===== config.mk =====
export PLATFORM = sky130hd
export DESIGN_NAME = bus_gen_arbiter
export DESIGN_NICKNAME = d
export VERILOG_FILES = /design/src/rtl/bus_gen_arbiter_pkg.sv /design/src/rtl/bus_rr_arbiter.sv /design/src/rtl/bus_gen_arbiter.sv
export SDC_FILE = /design/constraint.sdc
export NUM_CORES = 1
export LEC_CHECK = 0
export CAP_MARGIN = 40
export CORE_MARGIN = 5
export CORE_UTILIZATION = 35
export DETAILED_ROUTE_END_ITERATION = 6
export PLACE_DENSITY = 0.83
export SLEW_MARGIN = 25
export SYNTH_ARGS = -nofsm -noshare
export SYNTH_HDL_FRONTEND = slang
export SYNTH_SLANG_ARGS = --single-unit

===== constraint.sdc =====
create_clock -name clk -period 2.8 [get_ports clk]
set_clock_uncertainty 0.2 [all_clocks]
set_input_delay 0.42 -clock clk [delete_from_list [all_inputs] [get_ports clk]]
set_output_delay 0.42 -clock clk [all_outputs]
set_load 0.01 [all_outputs]

===== src/rtl/bus_gen_arbiter_pkg.sv =====
// ---------------------------------------------------------------------------
// bus_gen_arbiter_pkg
// Shared definitions for the bus generator/arbiter:
//   ID_W         width of the destination ID held in the top byte of a packet
//   arb_state_t  per-bus transfer FSM states (ARB -> POP -> PUSH)
//   dest_kind_t  classification of a packet's destination field
//   dest_decode  maps a destination ID onto a dest_kind_t
// ---------------------------------------------------------------------------
package bus_gen_arbiter_pkg;

    localparam int ID_W = 8;

    typedef enum logic [1:0] {
        ARB  = 2'd0,
        POP  = 2'd1,
        PUSH = 2'd2
    } arb_state_t;

    typedef enum logic [1:0] {
        DEST_UNICAST = 2'd0,
        DEST_BCAST   = 2'd1,
        DEST_DROP    = 2'd2
    } dest_kind_t;

    // A real device ID takes priority over the broadcast code, so a bus with
    // enough devices to reach the broadcast value still addresses that device.
    function automatic dest_kind_t dest_decode(
        input logic [ID_W-1:0] dest,
        input logic [ID_W-1:0] bcast,
        input int unsigned     drvrs
    );
        dest_kind_t kind;
        kind = DEST_DROP;
        if (32'(dest) < drvrs) begin
            kind = DEST_UNICAST;
        end else if (dest == bcast) begin
            kind = DEST_BCAST;
        end
        return kind;
    endfunction

endpackage


===== src/rtl/bus_rr_arbiter.sv =====
// ---------------------------------------------------------------------------
// bus_rr_arbiter
// One bus worth of round-robin arbitration and packet transfer. Each packet
// takes three cycles: ARB (pick a pending source), POP (strobe the source
// FIFO and capture its head word), PUSH (strobe the addressed destinations).
//
// Ports
//   clk     rising-edge clock
//   reset   synchronous, active-low reset
//   pndng   per-device "source FIFO not empty"
//   d_pop   per-device head word of the source FIFO (first-word-fall-through)
//   pop     one-cycle pop strobe, one-hot on the granted source
//   push    one-cycle push strobes to destination FIFOs
//   d_push  last delivered packet, shared by all destinations
//
// Configuration macro
//   BCAST_INCL_SRC_EN  when defined, a broadcast also delivers to its source
// ---------------------------------------------------------------------------
module bus_rr_arbiter
    import bus_gen_arbiter_pkg::*;
#(
    parameter int         drvrs     = 4,
    parameter int         pckg_sz   = 16,
    parameter logic [7:0] broadcast = 8'hFF
) (
    input  logic                            clk,
    input  logic                            reset,
    input  logic [drvrs-1:0]                pndng,
    input  logic [drvrs-1:0][pckg_sz-1:0]   d_pop,
    output logic [drvrs-1:0]                pop,
    output logic [drvrs-1:0]                push,
    output logic [pckg_sz-1:0]              d_push
);

    localparam int IDX_W = (drvrs > 1) ? $clog2(drvrs) : 1;

`ifdef BCAST_INCL_SRC_EN
    localparam logic INCL_SRC = 1'b1;
`else
    localparam logic INCL_SRC = 1'b0;
`endif

    arb_state_t           state_reg,  state_next;
    logic [IDX_W-1:0]     grant_reg,  grant_next;
    logic [IDX_W-1:0]     ptr_reg,    ptr_next;
    logic [drvrs-1:0]     pop_reg,    pop_next;
    logic [drvrs-1:0]     push_reg,   push_next;
    logic [pckg_sz-1:0]   d_push_reg, d_push_next;

    logic                 found;
    logic [IDX_W-1:0]     cand;
    logic [IDX_W-1:0]     idx;
    logic [pckg_sz-1:0]   head;
    logic [ID_W-1:0]      dest;
    dest_kind_t           kind;

    always_ff @(posedge clk) begin
        if (!reset) begin
            state_reg  <= ARB;
            grant_reg  <= '0;
            ptr_reg    <= '0;
            pop_reg    <= '0;
            push_reg   <= '0;
            d_push_reg <= '0;
        end else begin
            state_reg  <= state_next;
            grant_reg  <= grant_next;
            ptr_reg    <= ptr_next;
            pop_reg    <= pop_next;
            push_reg   <= push_next;
            d_push_reg <= d_push_next;
        end
    end

    always_comb begin
        state_next  = state_reg;
        grant_next  = grant_reg;
        ptr_next    = ptr_reg;
        pop_next    = '0;
        push_next   = '0;
        d_push_next = d_push_reg;
        found       = 1'b0;
        cand        = '0;
        idx         = '0;
        head        = d_pop[grant_reg];
        dest        = head[pckg_sz-1 -: ID_W];
        kind        = dest_decode(dest, broadcast, drvrs);

        // First pending device at or above the pointer, wrapping around.
        for (int off = 0; off < drvrs; off++) begin
            idx = IDX_W'((int'(ptr_reg) + off) % drvrs);
            if (!found && pndng[idx]) begin
                found = 1'b1;
                cand  = idx;
            end
        end

        case (state_reg)
            ARB: begin
                if (found) begin
                    grant_next     = cand;
                    ptr_next       = (cand == IDX_W'(drvrs - 1)) ? '0 : cand + IDX_W'(1);
                    pop_next[cand] = 1'b1;
                    state_next     = POP;
                end
            end
            POP: begin
                // The head word is captured on the edge that ends the pop
                // cycle and presented during PUSH. A dropped packet leaves
                // the previously delivered word on the bus.
                for (int k = 0; k < drvrs; k++) begin
                    case (kind)
                        DEST_UNICAST: push_next[k] = (32'(dest) == 32'(k));
                        DEST_BCAST:   push_next[k] = INCL_SRC || (k != int'(grant_reg));
                        default:      push_next[k] = 1'b0;
                    endcase
                end
                if (kind != DEST_DROP) begin
                    d_push_next = head;
                end
                state_next = PUSH;
            end
            PUSH: begin
                state_next = ARB;
            end
            default: begin
                state_next = ARB;
            end
        endcase
    end

    assign pop    = pop_reg;
    assign push   = push_reg;
    assign d_push = d_push_reg;

endmodule


===== src/rtl/bus_gen_arbiter.sv =====
// ---------------------------------------------------------------------------
// bus_gen_arbiter
// Shared-bus generator and arbiter: 'bits' independent buses, each serving
// 'drvrs' devices. Every bus round-robins over its pending source FIFOs,
// pops the head packet and pushes it to the device(s) named in the packet's
// top byte (a device ID, the broadcast code, or anything else = drop).
//
// Ports
//   clk     rising-edge clock
//   reset   synchronous, active-low reset
//   pndng   [bits][drvrs]           source FIFO non-empty
//   D_pop   [bits][drvrs][pckg_sz]  source FIFO head word
//   pop     [bits][drvrs]           pop strobes to source FIFOs
//   push    [bits][drvrs]           push strobes to destination FIFOs
//   D_push  [bits][drvrs][pckg_sz]  delivered packet, same on every device
//
// Configuration macro
//   BCAST_INCL_SRC_EN  when defined, a broadcast also delivers to its source
// ---------------------------------------------------------------------------
module bus_gen_arbiter
    import bus_gen_arbiter_pkg::*;
#(
    parameter int         bits      = 1,
    parameter int         drvrs     = 4,
    parameter int         pckg_sz   = 16,
    parameter logic [7:0] broadcast = 8'hFF
) (
    input  logic                                    clk,
    input  logic                                    reset,
    input  logic [bits-1:0][drvrs-1:0]              pndng,
    input  logic [bits-1:0][drvrs-1:0][pckg_sz-1:0] D_pop,
    output logic [bits-1:0][drvrs-1:0]              pop,
    output logic [bits-1:0][drvrs-1:0]              push,
    output logic [bits-1:0][drvrs-1:0][pckg_sz-1:0] D_push
);

    logic [bits-1:0][pckg_sz-1:0] bus_data;

    for (genvar gi = 0; gi < bits; gi++) begin : g_bus
        bus_rr_arbiter #(
            .drvrs     (drvrs),
            .pckg_sz   (pckg_sz),
            .broadcast (broadcast)
        ) u_arb (
            .clk    (clk),
            .reset  (reset),
            .pndng  (pndng[gi]),
            .d_pop  (D_pop[gi]),
            .pop    (pop[gi]),
            .push   (push[gi]),
            .d_push (bus_data[gi])
        );

        for (genvar gk = 0; gk < drvrs; gk++) begin : g_dev
            assign D_push[gi][gk] = bus_data[gi];
        end
    end

endmodule


==> results of run 1 <==
-- routing by layer --
layer | vias up | global-route usage, %
li1 | 851 | -
met1 | 839 | 14.8
met2 | 89 | 27.0
met3 | 6 | 5.09
met4 | 0 | 4.46
met5 | - | 0
-- synth_stat cells (all sizes together) --
| library cell | n |
|---|---|
| dfxtp | 30 |
| inv | 7 |
| nor4 | 1 |
| mux4 | 16 |
| buf | 51 |
| nand2b | 3 |
| nand3b | 2 |
| nor3b | 1 |
| nor2b | 4 |
| and3 | 6 |
| nand4 | 2 |
| a21oi | 6 |
| nand2 | 22 |
| clkbuf | 7 |
| and2 | 1 |
| ha | 4 |
| or4 | 1 |
| o2bb2a | 1 |
| mux2i | 14 |
| or3b | 1 |
| o21ai | 5 |
| a32oi | 1 |
| o21a | 1 |
| a31o | 6 |
| nor2 | 4 |
| nor3 | 3 |
-- power by group through the flow --
stage	logic [mW]	clock network (mW)	registers, mW
after floorplan	0.214	0	0.472
after global placement	0.369	0	0.478
after detailed placement	0.379	0	0.479
after CTS	0.380	0.356	0.470
after global routing	0.410	0.386	0.475
final	0.376	0.351	0.470
-- metrics by stage --
stage	instances	cell area, um2	TNS, ns	hold WS, ns
detailed placement	363	3200	-2.45	0.310
floorplan	200	2030	0	0.319
global placement	362	3190	-1.63	0.291
finish	371	3290	0	0.311
global route	371	3290	0	0.358
CTS	371	3290	0	0.319
-- layout make-up --
cell class                      instances  area (um2)
Fill cell                             489        2280
Timing Repair Buffer                  149        1490
Multi-Input combinational cell        105         987
Sequential cell                        30         602
Tap cell                               72        90.1
Clock buffer                            7        86.3
Inverter                                7        26.3
Clock inverter                          1        5.00
-- cell usage in the layout, fill, tap and decap left out, types with 4 or more instances in the layout --
cell,n
and3_1,6
dfxtp_1,29
a31o_2,6
mux4_1,7
ha_1,4
clkdlybuf4s50_1,141
clkbuf_8,6
nor2_1,4
inv_1,7
nor2b_1,4
mux2i_1,14
nand2_1,22
a21oi_1,6
mux4_2,9
o21ai_0,4
buf_4,5
-- worst paths after layout --
kind | end | depth (start not counted) | from
max | g_bus[0].u_arb.d_push[3] | 7 | D_pop[30]
min reg2reg | g_bus[0].u_arb.d_push[9] | 2 | g_bus[0].u_arb.d_push[9]
min | g_bus[0].u_arb.d_push[9] | 2 | g_bus[0].u_arb.d_push[9]
max reg2reg | g_bus[0].u_arb.d_push[3] | 7 | g_bus[0].u_arb.grant_reg[0]
-- worst max-delay path, cell delays in order --
cell and delay [ns]:
clkdlybuf4s50_1 0.40, mux4_1 0.53, or4_4 0.56, nor3_4 0.21
o21ai_2 0.21, buf_12 0.21, mux2i_1 0.11
-- cells by family (layout without fill, tap and decap cells) --
kind of cell / count (synthesis) / after routing / synth area share, %
buf+inv: 65 / 164 / 21.7
simple gates: 51 / 51 / 13.5
compound gates: 20 / 20 / 6.79
fa+ha+maj: 4 / 4 / 2.47
flops: 30 / 30 / 29.6
mux: 30 / 30 / 26.0
==> run_results.csv, run 1 <==
group,metric,value,unit
route,drc_errors,0,
sta,setup_viol_count_final,0,
route,post_drt_wl_per_cell,14.6,um
cells_and_area,fin_util,59.0,%
cts,clkTransAtPathRegs,0.06,ns
yosys,synth_nets,274,
sta,period_share,96.0,%
worst_setup_path,path_class,"in -> reg",
cts,clockRootBuffer,"clkbuf_8",
worst_setup_path,crit_required,2.76,ns
global_route,overflow,0,
global_route,grt_first_pass_wirelength,8.45,mm
route,top_layer,"met4",
power,switchingPower,314,uW
placement,routabilityCongestion,0.691,
sta,period_minus_slack,2.69,ns
placement,dp_slack,-0.178,ns
placement,hpwl,4.60,mm
yosys,ys_seq_elements,30,
outcome,outcome,"finished clean",
cts,clock-sinks,30,
cells_and_area,insertedDiodeCount,0,
yosys,ys_types,31,
sta,rsz0062_at_grt,"false",
die,rows,27,
power,power_density,364,nW/um2
power,clkPwrFrac,29.3,%
worst_setup_path,arrival,2.65,ns
sta,max_freq,372,MHz
worst_setup_path,r2r_setup_slack,0.17,ns
global_route,first_global_vias,1790,
yosys,yosys_warnings,0,
cts,post_cts_resized,0,
route,first_iter_violations,55,
die,die_area,7410,um2
route,met2_length,2.88,mm
cells_and_area,syn_to_final_growth,62.3,%
run,max-cap-violations,0,
sta,worstMarginPinSlew,0.494,ns
yosys,ys_seq_area_share,29.6,%
route,routed_via_density,4.81,
yosys,synthTopCellsByArea,"dfxtp_1, buf_4, mux4_2",
cts,cts_max_level,2,
sta,hold_violations,0,
route,finalWirelength,5.41,mm
cells_and_area,fin_nets,372,
power,internal_power,884,uW
cts,hold_buffers,0,
yosys,synth_top_area_share,29.6,%
placement,place.port_buffers,141,
die,die_height,86.1,um
power,seqPwrFrac,39.3,%
worst_setup_path,worstSetupEndpointType,"register",
cells_and_area,largest_reg_flops,16,
die,die_w,86.1,um
route,dr_wl_met3,543,um
yosys,syn_area_per_cell,10.1,um2
route,vias,1785,
global_route,grt_max_degree,36,
sta,slew_headroom,66.8,%
yosys,netlist_instances,200,
power,p_leak,1.29,nW
sta,slew_viol_final,0,
die,start_util,36.4,%
die,io_pins,142,
cts,cts_buffers,5,
yosys,syn-cell-area,2030,um2
power,finalPower,1.20,mW
sta,layout_setup_ws,0.112,ns
min_path,hp-class,"reg -> reg",
power,comb_power_share,31.4,%
power,peakVddDrop,0.193,mV
route,drt_first_pass_iters,5,
cts,clock_latency,0.27,ns
power,swShare,26.2,%
global_route,antenna_found_initial,0,
worst_setup_path,critPathMaxFanout,9,
cts,cts_tree,"done",
cts,post-cts-setup-buffers,0,
route,wl_met1,1.92,mm
global_route,grt_usage,14.4,%
die,core_area,5570,um2
yosys,synth_top_area_cell,"dfxtp_1",
worst_setup_path,cp-start-kind,"input pin",
route,ant_nets,0,
cts,clockBufferDepth,2,
cells_and_area,drive_gt1_share,11.4,%
No activity file was read; power rests on OpenSTA's default activity.
==> inputs of run 2 (changes only) <==
--- a/config.mk
+++ b/config.mk
@@ -5,11 +5,13 @@
 export SDC_FILE = /design/constraint.sdc
 export NUM_CORES = 1
 export LEC_CHECK = 0
+export ABC_AREA = 1
+export ABC_CLOCK_PERIOD_IN_PS = 2800
 export CAP_MARGIN = 40
 export CORE_MARGIN = 5
-export CORE_UTILIZATION = 35
+export CORE_UTILIZATION = 37
 export DETAILED_ROUTE_END_ITERATION = 6
-export PLACE_DENSITY = 0.83
+export PLACE_DENSITY = 0.82
 export SLEW_MARGIN = 25
 export SYNTH_ARGS = -nofsm -noshare
 export SYNTH_HDL_FRONTEND = slang
==> run_results.csv, run 2 <==
group,metric,value,unit
outcome,outcome,"finished clean",
power,power_density,762,nW/um2
cts,cts_max_level,2,
power,p_leak,1.57,nW
die,die_w,90.7,um
route,finalWirelength,7.06,mm
yosys,synth_top_area_cell,"dfxtp_1",
sta,rsz0062_at_grt,"false",
die,die_height,90.7,um
placement,dpl_cell_area,3480,um2
cts,clock_latency,0.28,ns
worst_setup_path,critPathMaxFanout,27,
cts,post_cts_resized,0,
global_route,overflow,0,
sta,finalSetupTns,0,ns
cts,cts_tree,"done",
worst_setup_path,arrival,2.36,ns
yosys,ys.flop_type,"dfxtp_1",
sta,setup_viol_count_final,0,
cells_and_area,fin_util,57.1,%
yosys,synth_top_area_share,24.9,%
sta,max_freq,419,MHz
cts,hold_buffers,0,
route,vias,2597,
run,max-cap-violations,0,
min_path,hp-class,"reg -> reg",
power,peakVddDrop,0.374,mV
cells_and_area,final_cell_count_no_fill,550,
global_route,grt_usage,16.8,%
placement,hpwl,5.74,mm
yosys,synth_most_common_cell,"nand2_1",
sta,worstMarginPinSlew,0.552,ns
die,die_area,8230,um2
worst_setup_path,r2r_setup_slack,0.42,ns
global_route,grt_first_pass_wirelength,11.6,mm
global_route,antenna_found_initial,0,
cells_and_area,design_area,3620,um2
cells_and_area,largest_reg_flops,16,
yosys,syn_area_per_cell,6.33,um2
cells_and_area,fin_nets,546,
cells_and_area,fillers,608,
die,io_pins,142,
worst_setup_path,path_class,"reg -> reg",
cts,post-cts-setup-buffers,0,
yosys,netlist_instances,381,
route,first_iter_violations,87,
yosys,ys_types,30,
worst_setup_path,crit_required,2.77,ns
global_route,first_global_vias,2430,
placement,routabilityCongestion,0.884,
die,core_area,6350,um2
cells_and_area,insertedDiodeCount,0,
yosys,synth_edf_count,0,
cells_and_area,layout_common_cells,"nand2_1, clkdlybuf4s50_1, dfxtp_1",
cells_and_area,syn_to_final_growth,50.3,%
yosys,synth_common_cells,"nand2_1, buf_4, dfxtp_1",
cts,clockRootBuffer,"clkbuf_8",
yosys,yosys_warnings,0,
yosys,ys_seq_elements,30,
worst_setup_path,worstSetupEndpointType,"register",
route,ant_nets,0,
placement,place_inst,542,
route,post_drt_wl_per_cell,12.8,um
route,drt_first_pass_iters,4,
worst_setup_path,cp-start-kind,"register",
die,start_util,38.0,%
route,drc_errors,0,
yosys,synth_nets,455,
placement,place.port_buffers,141,
route,routed_via_density,4.72,
sta,period_minus_slack,2.38,ns
sta,hold_violations,0,
die,rows,29,
cts,clockBufferDepth,2,
yosys,synthTopCellsByArea,"dfxtp_1, nand2_1, buf_4",
cells_and_area,drive_gt1_share,8.25,%
yosys,syn-cell-area,2410,um2
yosys,ys_seq_area_share,24.9,%
sta,slew_viol_final,0,
cts,cts_buffers,5,
cts,clock-sinks,30,
global_route,grt_max_degree,29,
yosys,synthArstFlopShare,0,%
sta,slew_headroom,63.2,%
sta,period_share,85.2,%
cells_and_area,final_common_cell,"nand2_1",
cts,clkTransAtPathRegs,0.07,ns
-- run 2: cell types whose count changed in the layout (fill, tap and decap cells not counted), sizes merged, moves of 8 or more --
cell,delta
nand2,+131
nor2,+28
a21oi,+26
nand3,+26
inv,+18
mux4,-16
mux2i,-14
a221oi,+8
-- run 2: worst max-delay path, stage by stage (launching register included) --
cell and delay, ns:
dfxtp_1 0.67, buf_4 0.29, nand2_1 0.07, nand2_1 0.07, nand2_1 0.06, nand2_2 0.09, nand2_1 0.06, nor2_1 0.12
nand2_2 0.09, nand2_4 0.24, nand3_1 0.13, nand2_2 0.14, nor2_1 0.05
-- run 2: cell families after synthesis --
logic type / Yosys count / synth area share (%)
AND/OR/NAND/NOR: 214 / 37.4
adder cells (fa/ha/maj): 4 / 2.08
flip-flops: 30 / 24.9
AO/OA/AOI/OAI: 45 / 11.4
buffers and inverters: 88 / 24.2
-- run 2: layout make-up --
| type | instances | area (um2) | area share [%] |
|---|---|---|---|
| Tap cell | 77 | 96.3 | 2.66 |
| Sequential cell | 30 | 601 | 16.6 |
| Clock buffer | 6 | 82.6 | 2.28 |
| Timing Repair Buffer | 146 | 1450 | 40.0 |
| Inverter | 26 | 105 | 2.90 |
| Multi-Input combinational cell | 263 | 1230 | 33.9 |
| Clock inverter | 2 | 60.1 | 1.66 |
-- run 2: power by group --
| part | leakage [nW] | switching [mW] | internal [mW] | total [mW] |
|---|---|---|---|---|
| clock | 0.0714 | 0.163 | 0.379 | 0.543 |
| sequential | 0.244 | 0.113 | 0.501 | 0.614 |
| combinational | 1.26 | 0.959 | 0.646 | 1.61 |
-- run 2: layer usage --
metal,part of all wire (%),vias to the layer above,wire [um],GRT usage (%)
met5,0,-,0,0
met4,1.0,0,74,3.72
met3,9.0,9,634,4.75
met2,52,113,3640,31.4
met1,38,1134,2720,18.7
li1,-,1341,-,-
-- run 2: metrics by stage --
step	hold WS [ns]	setup WS (ns)	total power, mW
3_3_place_gp	0.328	0.330	2.18
6_report	0.339	0.415	2.76
5_1_grt	0.359	0.138	3.04
3_5_place_dp	0.337	0.172	2.23
4_1_cts	0.346	0.397	2.78
2_1_floorplan	0.348	0.871	1.83
-- run 2: worst paths after layout --
kind                                from  cells past startpoint                        end
max          g_bus[0].u_arb.grant_reg[0]                     12  g_bus[0].u_arb.d_push[14]
min             g_bus[0].u_arb.d_push[2]                      2   g_bus[0].u_arb.d_push[2]
max reg2reg  g_bus[0].u_arb.grant_reg[0]                     12  g_bus[0].u_arb.d_push[14]
min reg2reg     g_bus[0].u_arb.d_push[2]                      2   g_bus[0].u_arb.d_push[2]
==> inputs of run 3 (changes only) <==
--- a/config.mk
+++ b/config.mk
@@ -9,10 +9,10 @@
 export ABC_CLOCK_PERIOD_IN_PS = 2800
 export CAP_MARGIN = 40
 export CORE_MARGIN = 5
-export CORE_UTILIZATION = 37
+export CORE_UTILIZATION = 38
 export DETAILED_ROUTE_END_ITERATION = 6
-export PLACE_DENSITY = 0.82
-export SLEW_MARGIN = 25
+export PLACE_DENSITY = 0.84
+export SLEW_MARGIN = 30
 export SYNTH_ARGS = -nofsm -noshare
 export SYNTH_HDL_FRONTEND = slang
 export SYNTH_SLANG_ARGS = --single-unit
==> run_results.csv, run 3 (synthesized netlist as in run 2, its figures left out) <==
group,metric,value,unit
cells_and_area,syn_to_final_growth,47.5,%
worst_setup_path,path_class,"reg -> reg",
route,vias,2618,
placement,place.port_buffers,141,
die,die_w,89.7,um
cts,clock-sinks,30,
die,die_height,89.7,um
run,max-cap-violations,0,
route,post_drt_wl_per_cell,13.1,um
sta,max_freq,418,MHz
sta,hold_violations,0,
cts,cts_max_level,2,
cts,clockBufferDepth,2,
cts,clockRootBuffer,"clkbuf_8",
global_route,grt_usage,17.0,%
worst_setup_path,r2r-end,"g_bus[0].u_arb.ptr_reg[1]",
worst_setup_path,critPathMaxFanout,11,
cells_and_area,seq_area,601,um2
sta,rsz0062_at_grt,"false",
sta,finalSetupTns,0,ns
cells_and_area,insertedDiodeCount,0,
sta,setup_viol_count_final,0,
cells_and_area,final_common_cell,"nand2_1",
die,die_area,8040,um2
power,p_leak,1.54,nW
cells_and_area,fin_nets,545,
outcome,outcome,"finished clean",
route,drc_errors,0,
worst_setup_path,cp-startpoint,"g_bus[0].u_arb.ptr_reg[0]",
cells_and_area,drive_gt1_share,7.66,%
global_route,antenna_found_initial,0,
worst_setup_path,worstSetupEndpointType,"register",
worst_setup_path,worstReg2RegStart,"g_bus[0].u_arb.ptr_reg[0]",
cells_and_area,multi_input_area,1230,um2
cells_and_area,fillers,606,
placement,routabilityCongestion,0.903,
cts,cts_tree,"done",
global_route,grt_first_pass_wirelength,10.8,mm
route,ant_nets,0,
worst_setup_path,r2r_setup_slack,0.41,ns
global_route,grt_max_degree,28,
route,finalWirelength,7.14,mm
worst_setup_path,crit_end,"g_bus[0].u_arb.ptr_reg[1]",
die,core_area,6280,um2
placement,hpwl,5.87,mm
sta,period_share,85.4,%
cts,clock_latency,0.27,ns
cells_and_area,largest_reg_flops,16,
route,routed_via_density,4.79,
sta,holdWs,0.347,ns
sta,slew_viol_final,0,
die,rows,29,
cells_and_area,fin_util,56.6,%
global_route,overflow,0,
cts,cts_buffers,5,
power,peakVddDrop,0.542,mV
min_path,hp-class,"reg -> reg",
sta,worstMarginPinSlew,0.630,ns
cts,post_cts_resized,0,
worst_setup_path,cp-start-kind,"register",
cells_and_area,layout_common_cells,"nand2_1, clkdlybuf4s50_1, dfxtp_1",
sta,slew_headroom,57.9,%
die,start_util,38.4,%
sta,period_minus_slack,2.39,ns
cts,post-cts-setup-buffers,0,
die,io_pins,142,
worst_setup_path,rr_worst_depth,12,
route,drt_first_pass_iters,5,
cts,hold_buffers,0,
power,power_density,710,nW/um2
worst_setup_path,arrival,2.34,ns
route,first_iter_violations,95,
cts,clkTransAtPathRegs,0.05,ns
worst_setup_path,crit_required,2.75,ns
global_route,first_global_vias,2337,
-- run 3: worst max-delay path, cell delays in order, from the launching register on --
cell,delay [ns]
dfxtp_1,0.55
inv_2,0.16
nand2_1,0.12
nand2_1,0.06
o21ai_1,0.19
inv_1,0.10
nand3b_1,0.09
nand3_1,0.06
nand2_1,0.13
inv_1,0.08
ha_1,0.29
o21ai_0,0.17
a21oi_1,0.06
-- run 3: how the worst min path moves through the flow --
stage / from / to / slack (ns) / cells past startpoint
4_1_cts: g_bus[0].u_arb.d_push[2] / g_bus[0].u_arb.d_push[2] / 0.35 / 2
2_1_floorplan: g_bus[0].u_arb.d_push[0] / g_bus[0].u_arb.d_push[0] / 0.35 / 2
6_report: g_bus[0].u_arb.d_push[13] / g_bus[0].u_arb.d_push[13] / 0.35 / 2
5_1_grt: g_bus[0].u_arb.d_push[8] / g_bus[0].u_arb.d_push[8] / 0.38 / 2
3_5_place_dp: g_bus[0].u_arb.d_push[13] / g_bus[0].u_arb.d_push[13] / 0.34 / 2
3_3_place_gp: g_bus[0].u_arb.d_push[1] / g_bus[0].u_arb.d_push[1] / 0.32 / 2
-- run 3: stage by stage --
step | instance area [um2] | setup WS (ns) | instances | power [mW]
floorplan | 2410 | 0.871 | 381 | 1.83
global placement | 3470 | 0.330 | 541 | 2.17
detailed placement | 3470 | 0.195 | 541 | 2.21
CTS | 3560 | 0.417 | 547 | 2.55
global route | 3560 | 0.105 | 547 | 2.79
finish | 3560 | 0.408 | 547 | 2.53
-- run 3: area by class of cell --
type | instances | share of cell area [%]
clock buffer | 6 | 2.32
inverter | 26 | 2.96
multi-input combinational | 263 | 34.6
sequential | 30 | 16.9
tap | 77 | 2.71
timing repair buffer | 145 | 40.5
-- run 3: per-layer routing --
metal	vias to the layer above	GRT usage (%)	share of wire, %
li1	1333	-	-
met1	1167	18.2	35
met2	112	32.2	52
met3	6	4.47	12
met4	0	5.01	1.3
met5	-	0	0
-- run 3: power breakdown --
group          switching [mW]  internal [mW]
registers              0.0743          0.502
logic                   0.986          0.639
clock network           0.137          0.189
==> edit: new RTL, settings of run 1 <==
Build with the macro `BCAST_INCL_SRC_EN` defined.
--- a/src/rtl/bus_rr_arbiter.sv
+++ b/src/rtl/bus_rr_arbiter.sv
@@ -17,4 +17,6 @@
 //   BCAST_INCL_SRC_EN  when defined, a broadcast also delivers to its source
 // ---------------------------------------------------------------------------
+`define BCAST_INCL_SRC_EN
+
 module bus_rr_arbiter
     import bus_gen_arbiter_pkg::*;
Function: changed (a bounded check fails within 4 cycles, from zero or initial values and one cycle with reset low).
==> edit against run 1 <==
Clock power decreased by 1%; area after synthesis decreased by 0.86%; critical path depth decreased by 2; global-route usage increased by 0.20 points; sequential cell count unchanged; design area decreased by 3.3%; sequential power about the same; via count decreased by 2.4%; total power decreased by 4.8%; register-to-register slack improved by 0.07 ns; worst setup slack improved by 0.12 ns; hold slack got worse by 0.012 ns; combinational power decreased by 14%; wire length decreased by 1.5%.
==> edit: results (changes against run 1) <==
Clocking
  • Root Buffer: clkbuf_8 (unchanged)
  • CTS Buf Count: 5 (unchanged)
  • Max Root-Sink Buffers: 2 (unchanged)
  • Post-cts gate resize count: 0 (unchanged)
  • Clock transition at path regs: 0.06 ns (about the same)
  • CTS Hold Bufs: 0 (unchanged)
  • Post-CTS setup buffer count: 0 (unchanged)
  • Clock latency on the worst-skew pair: 0.27 ns (about the same)
  • CTS H-tree depth: 2 (unchanged)

Hold path
  • Min-delay src: g_bus[0].u_arb.d_push[11] (was g_bus[0].u_arb.d_push[9])
  • Hold path depth: 2 (unchanged)
  • Hold EP: g_bus[0].u_arb.d_push[11] (was g_bus[0].u_arb.d_push[9])
  • Hold Path Class: reg2reg (unchanged)

Place
  • Placed insts: 358 (was 363)
  • RD Place Congestion: 0.752 (was 0.691)
  • IO buf count: 141 (unchanged)
  • Detailed Place HPWL: 4470 µm (was 4600 µm)

Global route
  • Largest net degree at the start of global routing: 30 (was 36)
  • Initial antenna violation count: 0 (unchanged)
  • Vias in the first global route: 1805 (was 1790)
  • First-pass GRT wire length: 8520 µm (was 8450 µm)
  • All-layer global routing usage: 14.6% (was 14.4%)

Route
  • WL/cell: 14.5 µm (was 14.6 µm)
  • DRT Pass-1 Iters: 4 (was 5)
  • DRT iter0 DRCs: 36 (was 55)
  • Vias post-DR: 1742 (was 1785)

Status
  • Status: finished, final reports clean (unchanged)

Logic synthesis
  • Synth Area per Inst: 10.0 µm² (was 10.1 µm²)
  • Sequential area share after synthesis: 29.9% (was 29.6%)
  • Syn_nets: 274 (unchanged)
  • Synth top area cells: dfxtp_1, buf_4, mux4_2 (unchanged)
  • Yosys warnings: 0 (unchanged)
  • Post-synth top cells: buf_4, dfxtp_1, nand2_1 (unchanged)
  • Synth async-reset ratio: 0% (unchanged)
  • Count of different cell masters after synthesis: 31 (unchanged)

Setup path
  • CP top delay family: multiplexers (was simple AND/OR/NAND/NOR gates)
  • Crit Path Max Fanout: 16 (was 9)
  • R2R cell count: 5 (was 7)
  • Crit path DAT: 2.56 ns (was 2.65 ns)
  • RR Startpoint: g_bus[0].u_arb.grant_reg[0] (unchanged)
  • Slowest cell on crit path: dfxtp_1 (was or4_4)
  • Worst r2r dst: g_bus[0].u_arb.d_push[4] (was g_bus[0].u_arb.d_push[3])
  • Flop2flop setup slack: 0.24 ns (was 0.17 ns)
  • CP peak stage delay: 0.66 ns (was 0.56 ns)

Final layout
  • Share of cells above drive strength 1: 9.49% (was 11.4%)
  • Fill count: 486 (was 489)
  • # diodes: 0 (unchanged)
  • Max FFs per register: 16 (unchanged)
  • Fin cells: 367 (was 371)

Pwr
  • P_leak: 1.15 nW (was 1.29 nW)
  • VDD IR max: 0.000163 V (was 0.000193 V)

Timing
  • Worst-margin pin slew: 0.535 ns (was 0.494 ns)
## edit: cell types whose count changed after synthesis, sizes merged, moves of 3 or more
cell,delta
and2,+3
inv,-3
nand2,+6
o21ai,+3
a31o,-6
## edit: cells by family after synthesis
logic type / after synthesis / synth area share (%)
compound gates: 19 / 5.60
fa+ha+maj: 4 / 2.49
buf+inv: 62 / 23.0
flops: 30 / 29.9
mux: 29 / 24.8
simple gates: 56 / 14.2
## edit: area by class of cell
| class | instances | share of cell area, % |
|---|---|---|
| Multi-Input combinational cell | 108 | 29.7 |
| Clock buffer | 7 | 2.71 |
| Clock inverter | 1 | 0.157 |
| Tap cell | 72 | 2.83 |
| Inverter | 4 | 0.472 |
| Sequential cell | 30 | 18.9 |
| Timing Repair Buffer | 145 | 45.2 |
## edit: power breakdown
| part | switching, mW | total [mW] | internal, mW |
|---|---|---|---|
| clock network | 0.148 | 0.346 | 0.198 |
| registers | 0.0251 | 0.470 | 0.445 |
| logic | 0.116 | 0.324 | 0.208 |
## edit: worst max path at each step
stage	startpoint	endpoint	slack [ns]	cells after the start
2_1_floorplan	g_bus[0].u_arb.grant_reg[0]	g_bus[0].u_arb.d_push[6]	0.56	8
3_3_place_gp	D_pop[62]	g_bus[0].u_arb.d_push[1]	0.21	6
3_5_place_dp	D_pop[62]	g_bus[0].u_arb.d_push[0]	0.15	6
4_1_cts	g_bus[0].u_arb.grant_reg[0]	g_bus[0].u_arb.d_push[0]	0.20	5
5_1_grt	g_bus[0].u_arb.grant_reg[0]	g_bus[0].u_arb.d_push[5]	0.04	5
6_report	g_bus[0].u_arb.grant_reg[0]	g_bus[0].u_arb.d_push[4]	0.24	5
## edit: layer usage
| metal | GRT usage, % | up-vias | part of all wire [%] |
|---|---|---|---|
| met1 | 14.5 | 815 | 37 |
| met5 | 0 | - | 0 |
| met2 | 28.5 | 91 | 53 |
| met3 | 4.71 | 6 | 9.6 |
| met4 | 4.32 | 0 | 0.83 |
| li1 | - | 830 | - |
## edit: worst min-delay path, delay by kind of cell (launching register included)
kind	cells	cell delay [ns]
AOI/OAI and AO/OA	1	0.05
DFF	1	0.34
and+or+nand+nor	1	0.07
## edit: stage by stage
| step | hold WS (ns) | setup slack [ns] | cell area [µm²] |
|---|---|---|---|
| 2_1_floorplan | 0.310 | 0.559 | 2010 |
| 3_3_place_gp | 0.285 | 0.210 | 3090 |
| 3_5_place_dp | 0.292 | 0.149 | 3090 |
| 4_1_cts | 0.306 | 0.201 | 3180 |
| 5_1_grt | 0.340 | 0.0412 | 3180 |
| 6_report | 0.299 | 0.236 | 3180 |
